<file path="src/rtl/inst_prefetch_queue.sv">
// Instruction prefetch queue: fetches from a req/ack instruction memory into a small
// PC-tagged FIFO drained by decode; a redirect flushes buffered and in-flight words.

module inst_prefetch_queue_chk #(
  parameter int DEPTH = 4,
  parameter int CW    = 3
) (
  input logic          clk,
  input logic          rst,
  input logic          imem_req,
  input logic          imem_ack,
  input logic [31:0]   imem_addr,
  input logic [CW-1:0] count,
  input logic          out_valid
);

  // An unacknowledged request must hold its address until the memory answers.
  a_req_hold: assert property (@(posedge clk) disable iff (!rst)
    (imem_req && !imem_ack) |=> (imem_req && $stable(imem_addr)))
    else $error("imem_req or imem_addr changed before ack");

  a_no_overflow: assert property (@(posedge clk) disable iff (!rst)
    count <= CW'(DEPTH))
    else $error("fifo count exceeds DEPTH");

  a_valid_tracks_count: assert property (@(posedge clk) disable iff (!rst)
    out_valid == (count != {CW{1'b0}}))
    else $error("out_valid disagrees with fifo count");

endmodule

module inst_prefetch_queue #(
  parameter int          DEPTH    = 4,
  parameter logic [31:0] RESET_PC = 32'h0000_0000
) (
  input  logic        clk,
  input  logic        rst,
  output logic        imem_req,
  output logic [31:0] imem_addr,
  input  logic        imem_ack,
  input  logic [31:0] imem_rdata,
  input  logic        redirect,
  input  logic [31:0] redirect_pc,
  output logic        out_valid,
  output logic [31:0] out_inst,
  output logic [31:0] out_pc,
  input  logic        out_ready,
  output logic [15:0] flush_cnt
);

  localparam int PW = (DEPTH > 1) ? $clog2(DEPTH) : 1;
  localparam int CW = PW + 1;
  localparam logic [CW-1:0] DEPTH_C = CW'(DEPTH);

  typedef enum logic [0:0] {
    ST_RUN     = 1'b0,
    ST_DISCARD = 1'b1
  } state_t;

  state_t        state_r;
  state_t        state_next_s;
  logic          imem_req_r;
  logic [31:0]   imem_addr_r;
  logic [31:0]   fetch_pc_r;
  logic [PW-1:0] wr_ptr_r;
  logic [PW-1:0] rd_ptr_r;
  logic [CW-1:0] count_r;
  logic          out_valid_r;
  logic [31:0]   out_inst_r;
  logic [31:0]   out_pc_r;
  logic [15:0]   flush_cnt_r;
  logic [31:0]   inst_mem_r [DEPTH];
  logic [31:0]   pc_mem_r   [DEPTH];

  logic          hold_s;
  logic          push_s;
  logic          pop_s;
  logic          issue_s;
  logic          flush_hit_s;
  logic [31:0]   redir_pc_s;
  logic [31:0]   fetch_pc_next_s;
  logic          req_next_s;
  logic [31:0]   addr_next_s;
  logic [CW-1:0] count_next_s;
  logic [PW-1:0] wr_ptr_next_s;
  logic [PW-1:0] rd_ptr_next_s;
  logic          valid_next_s;
  logic [31:0]   inst_next_s;
  logic [31:0]   pc_next_s;

  // Next-state for the fetch FSM, request port, FIFO pointers and registered head.
  always_comb begin
    hold_s          = imem_req_r & ~imem_ack;
    redir_pc_s      = redirect_pc & 32'hFFFF_FFFC;
    push_s          = 1'b0;
    pop_s           = 1'b0;
    issue_s         = 1'b0;
    state_next_s    = state_r;
    fetch_pc_next_s = fetch_pc_r;
    req_next_s      = imem_req_r;
    addr_next_s     = imem_addr_r;

    case (state_r)
      ST_RUN: begin
        if (redirect) begin
          fetch_pc_next_s = redir_pc_s;
          if (hold_s) begin
            // The in-flight word is stale but the memory still owes us an ack.
            state_next_s = ST_DISCARD;
          end else begin
            req_next_s  = 1'b1;
            addr_next_s = redir_pc_s;
          end
        end else begin
          push_s  = imem_req_r & imem_ack;
          pop_s   = out_valid_r & out_ready;
          issue_s = 1'b1;
          if (push_s) begin
            fetch_pc_next_s = fetch_pc_r + 32'd4;
          end else begin
            fetch_pc_next_s = fetch_pc_r;
          end
        end
      end
      ST_DISCARD: begin
        if (redirect) begin
          fetch_pc_next_s = redir_pc_s;
        end else begin
          fetch_pc_next_s = fetch_pc_r;
        end
        if (imem_req_r & imem_ack) begin
          state_next_s = ST_RUN;
          req_next_s   = 1'b1;
          addr_next_s  = fetch_pc_next_s;
        end else begin
          state_next_s = ST_DISCARD;
        end
      end
      default: begin
        state_next_s = ST_RUN;
        req_next_s   = 1'b0;
        addr_next_s  = fetch_pc_r;
      end
    endcase

    flush_hit_s = redirect & ((count_r != {CW{1'b0}}) | hold_s);

    if (redirect) begin
      count_next_s  = {CW{1'b0}};
      wr_ptr_next_s = {PW{1'b0}};
      rd_ptr_next_s = {PW{1'b0}};
    end else begin
      count_next_s  = count_r + CW'(push_s) - CW'(pop_s);
      wr_ptr_next_s = wr_ptr_r + PW'(push_s);
      rd_ptr_next_s = rd_ptr_r + PW'(pop_s);
    end

    // Issue decision sees this cycle's push and pop, so a drained slot refetches at once.
    if (issue_s) begin
      req_next_s = (count_next_s < DEPTH_C);
      if (hold_s) begin
        addr_next_s = imem_addr_r;
      end else begin
        addr_next_s = fetch_pc_next_s;
      end
    end else begin
      req_next_s  = req_next_s;
      addr_next_s = addr_next_s;
    end

    valid_next_s = (count_next_s != {CW{1'b0}});
    if (!valid_next_s) begin
      inst_next_s = 32'h0000_0000;
      pc_next_s   = 32'h0000_0000;
    end else if (push_s && (count_r == CW'(pop_s))) begin
      // The word being written this edge becomes the head: bypass the storage array.
      inst_next_s = imem_rdata;
      pc_next_s   = imem_addr_r;
    end else begin
      inst_next_s = inst_mem_r[rd_ptr_next_s];
      pc_next_s   = pc_mem_r[rd_ptr_next_s];
    end
  end

  // FIFO storage; contents need no reset because count gates visibility.
  always_ff @(posedge clk) begin
    if (push_s) begin
      inst_mem_r[wr_ptr_r] <= imem_rdata;
      pc_mem_r[wr_ptr_r]   <= imem_addr_r;
    end
  end

  // Control state, request port, pointers, head registers and flush counter.
  always_ff @(posedge clk) begin
    if (!rst) begin
      state_r     <= ST_RUN;
      imem_req_r  <= 1'b0;
      imem_addr_r <= RESET_PC;
      fetch_pc_r  <= RESET_PC;
      wr_ptr_r    <= {PW{1'b0}};
      rd_ptr_r    <= {PW{1'b0}};
      count_r     <= {CW{1'b0}};
      out_valid_r <= 1'b0;
      out_inst_r  <= 32'h0000_0000;
      out_pc_r    <= 32'h0000_0000;
      flush_cnt_r <= 16'h0000;
    end else begin
      state_r     <= state_next_s;
      imem_req_r  <= req_next_s;
      imem_addr_r <= addr_next_s;
      fetch_pc_r  <= fetch_pc_next_s;
      wr_ptr_r    <= wr_ptr_next_s;
      rd_ptr_r    <= rd_ptr_next_s;
      count_r     <= count_next_s;
      out_valid_r <= valid_next_s;
      out_inst_r  <= inst_next_s;
      out_pc_r    <= pc_next_s;
      if (flush_hit_s && (flush_cnt_r != 16'hFFFF)) begin
        flush_cnt_r <= flush_cnt_r + 16'd1;
      end
    end
  end

  assign imem_req  = imem_req_r;
  assign imem_addr = imem_addr_r;
  assign out_valid = out_valid_r;
  assign out_inst  = out_inst_r;
  assign out_pc    = out_pc_r;
  assign flush_cnt = flush_cnt_r;

  inst_prefetch_queue_chk #(
    .DEPTH (DEPTH),
    .CW    (CW)
  ) u_chk (
    .clk       (clk),
    .rst       (rst),
    .imem_req  (imem_req_r),
    .imem_ack  (imem_ack),
    .imem_addr (imem_addr_r),
    .count     (count_r),
    .out_valid (out_valid_r)
  );

endmodule

</file>
<file path="config.mk">
export PLATFORM = sky130hd
export DESIGN_NAME = inst_prefetch_queue
export DESIGN_NICKNAME = d
export VERILOG_FILES = /design/src/rtl/inst_prefetch_queue.sv
export SDC_FILE = /design/constraint.sdc
export NUM_CORES = 1
export LEC_CHECK = 0
export BUFFER_PORTS_ARGS = -buffer_cell sky130_fd_sc_hd__buf_2
export CAP_MARGIN = 15
export CORE_UTILIZATION = 60
export CTS_BUF_LIST = sky130_fd_sc_hd__clkbuf_8
export CTS_CLUSTER_SIZE = 30
export DETAILED_ROUTE_END_ITERATION = 12
export PLACE_DENSITY = 0.82
export SLEW_MARGIN = 10
export SYNTH_ARGS = -nofsm -noshare
export SYNTH_HDL_FRONTEND = slang
export SYNTH_SLANG_ARGS = --single-unit
</file>
<file path="constraint.sdc">
create_clock -name clk -period 13.06 [get_ports clk]
set_clock_uncertainty 0.15 [all_clocks]
set_input_delay 1.306 -clock clk [delete_from_list [all_inputs] [get_ports clk]]
set_output_delay 1.306 -clock clk [all_outputs]
set_load 0.02 [all_outputs]
</file>
==> impl_metrics.yaml <==
logic_synthesis:
  synth_cells: 1128
  synth_simple_gate_area_share_pct: 9.245
  ys_warn_count: 0
  synth_top_family_by_area: "compound AO/OA/AOI/OAI gates"
  synth_compound_area_share_pct: 11.68
  synth_edf_count: 256
  synth.area.mux_share_pct: 6.468
  syn_nets: 1202
  synth_xor_area_share_pct: 1.065
  yosys.area_share.adder_pct: 0.4483
  synth_cell_type_count: 71
  syn_area_sq_um: 15630
  synthArstFlopShare_pct: 0
  synth-seq-cells: 410
  synth_area_per_cell_sq_um: 13.86
  ys.flop_type: "edfxtp_1"
  synth_seq_area_share_pct: 68.90
critical_path:
  criticalPathCategory: "in2reg"
  end_kind: "register"
  crit_fanout: 49
  critPathRequiredTime_ns: 13.34
  startpoint: "redirect"
  startpoint_type: "primary input"
  r2r_start: "state_r$_SDFF_PN0_"
  worstPathArrival_ns: 5.16
grt:
  grt_pass1_vias: 10050
  grt.total_usage_pct: 26.37
  antenna_found_initial: 6
  grt_pass1_wl_mm: 53.69
  grt_start_max_net_pins: 65
  grt-ovfl-total: 0
timing:
  finalCriticalPeriod_ns: 4.875
  fmaxAchievable_ghz: 0.2051
  slew_headroom_pct: 27.92
  setup-violations-final: 0
  hold_slack_ns: 0.3435
  rsz0062_at_grt: "no"
  finalSetupTns_ns: 0
  fin_crit_sh_pct: 37.33
  hold_viol_final: 0
  setup_slack_ns: 8.185
  tightest_slew_ns: 1.081
  maxSlewViolCount: 0
flow_run:
  max_cap_viol_count: 0
floorplanning:
  placementRows: 58
  die_h_um: 163.4
  num_io_pins: 183
  die_area_sq_um: 26700
  core_area_sq_um: 25400
  die_width_um: 163.4
  start_util_pct: 61.54
power:
  ir_drop_mv: 0.07317
  clkPwrFrac_pct: 40.0
  seq_power_share_pct: 55.4
  power.total_mw: 2.579
  power_density_nw_per_um2: 142.6
  power_switching_share_pct: 22.57
  p_leak_nw: 6.530
  pwr-share-comb_pct: 4.6
  power_switching_mw: 0.5822
  internal_power_mw: 1.997
clock_network:
  ctsHtreeMaxLevel: 3
  post_cts_resized: 0
  cts_setup_buffers: 0
  clkSinkCount: 410
  cts.reportedPaths.clkPinSlew_ns: 0.06
  clockBufferDepth: 3
  cts_made_buffers: 66
  cts_root_buffer: "clkbuf_8"
  postCtsHoldBufs: 0
  clock_latency_ns: 0.57
  tritoncts: "done"
placement:
  dp_hpwl_mm: 19.80
  dpl-instance-area_sq_um: 16810
  post-place-ws_ns: 7.611
  gp_congestion: 0.8549
  io_buffers: 180
routing:
  antenna_left: 0
  drtIter0Drc: 750
  vias_per_cell: 6.011
  wl_mm: 34.47
  num_vias: 10270
  drc: 0
  dr.pass1.iters: 7
  wl_per_cell_um: 20.18
cells_and_area:
  area_growth_pct: 15.68
  final_cell_area_sq_um: 18080
  nets: 1395
  drive_above_1_share_pct: 23.29
min_path:
  min-delay-start: "fetch_pc_r[1]$_SDFF_PN0_"
  holdCritPathClass: "reg2reg"
outcome:
  outcome: "complete, no violations"
==> Yosys cell counts (5+ instances only) <==
cell	count	area (sq um)
and3_1	15	93.84
dfxtp_1	154	3083
inv_1	10	37.54
nor2b_1	6	37.54
a21oi_1	25	125.1
buf_2	28	140.1
clkbuf_1	32	120.1
nor2_1	45	168.9
buf_1	7	26.28
xnor2_1	15	131.4
mux2_2	5	56.30
a32o_1	5	50.05
nand2_1	114	427.9
nand3_1	31	155.2
edfxtp_1	256	7687
a311oi_1	5	43.79
o2bb2ai_1	63	551.8
nand2b_1	11	68.82
mux2i_1	94	940.9
nand4_1	10	62.56
and2_1	13	81.33
o221ai_1	63	551.8
a211oi_1	8	60.06
nor3_1	11	55.05
o21ai_0	20	100.1
==> path summary, 6_finish.rpt <==
check	endpoint	slack, ns	cells past startpoint
max	out_pc[12]$_SDFF_PN0_	8.18	12
min	fetch_pc_r[1]$_SDFF_PN0_	0.34	1
max reg2reg	out_pc[12]$_SDFF_PN0_	9.00	11
min reg2reg	fetch_pc_r[1]$_SDFF_PN0_	0.34	1
==> kinds of logic (layout without fill, tap and decap cells) <==
family,Yosys count,count (layout)
muxes,100,100
buffers and inverters,79,325
AOI/OAI and AO/OA,228,228
xor gates and xnor gates,19,19
adders and majority gates,5,5
DFF,410,410
and+or+nand+nor,287,287
other,0,4
==> sequential cells by signal, summed over array words and instances (netlist names) <==
signal      flops
state_r         1
imem_addr      32
flush_cnt      16
imem_req        1
pc_mem_r      128
out_valid       1
out_inst       32
fetch_pc_r     32
inst_mem_r    128
out_pc         32
wr_ptr_r        2
count_r         3
rd_ptr_r        2
==> area by class of cell <==
class,instances,area (sq um)
antenna,4,10.01
clock buffer,79,1087
clock inverter,42,178.9
fill,1727,7317
inverter,10,37.54
multi-input combinational,639,4576
sequential,410,10770
tap,330,412.9
timing repair buffer,194,1006
==> power by group through the flow <==
stage          logic (mW)  clock network, mW  registers, mW
3_5_place_dp        0.118                  0           1.46
5_1_grt             0.128               1.11           1.43
6_report            0.119               1.03           1.43
2_1_floorplan      0.0574                  0           1.46
3_3_place_gp        0.115                  0           1.45
4_1_cts             0.119               1.05           1.43
==> layer usage <==
metal | part of all wire (%) | vias to the layer above | track usage [%]
li1 | - | 4764 | -
met1 | 41 | 5006 | 34.36
met2 | 48 | 401 | 42.03
met3 | 7.8 | 91 | 5.917
met4 | 3.1 | 4 | 12.40
met5 | 0.078 | - | 0
==> metrics by stage <==
| step | utilization (%) | std cells |
|---|---|---|
| 3_3_place_gp | 66.17 | 1583 |
| 6_report | 71.19 | 1708 |
| 4_1_cts | 71.15 | 1704 |
| 3_5_place_dp | 66.17 | 1583 |
| 5_1_grt | 71.17 | 1706 |
| 2_1_floorplan | - | 1128 |
==> cell usage in the layout (no fill, tap or decap), drive strengths merged, types with 5 or more instances in the layout <==
| cell type | netlist | routed |
|---|---|---|
| inv | 10 | 25 |
| o2bb2ai | 63 | 63 |
| nand2b | 11 | 11 |
| edfxtp | 256 | 256 |
| nand3 | 31 | 31 |
| a32o | 5 | 5 |
| dfxtp | 154 | 154 |
| mux2 | 5 | 5 |
| nor3 | 12 | 12 |
| o221ai | 63 | 63 |
| mux2i | 95 | 95 |
| nor4 | 7 | 7 |
| clkinv | 0 | 25 |
| and3 | 15 | 15 |
| nand2 | 114 | 114 |
| o21ai | 20 | 20 |
| clkbuf | 32 | 79 |
| buf | 37 | 194 |
| nor2b | 6 | 6 |
| nor2 | 46 | 46 |
| xnor2 | 15 | 15 |
| a211oi | 9 | 9 |
| and2 | 13 | 13 |
| nand4 | 11 | 11 |
| a311oi | 5 | 5 |
| a21oi | 25 | 25 |
==> worst max-delay path: stages <==
cell       delay [ns]
buf_2            0.44
or2_2            0.55
nor2_1           0.14
ha_1             0.15
inv_1            0.05
fa_1             0.37
xnor2_1          0.15
xnor2_1          0.16
o21ai_0          0.49
nand2b_2         0.57
buf_4            0.61
o2bb2ai_1        0.12
(Power assumes the default switching activity.)
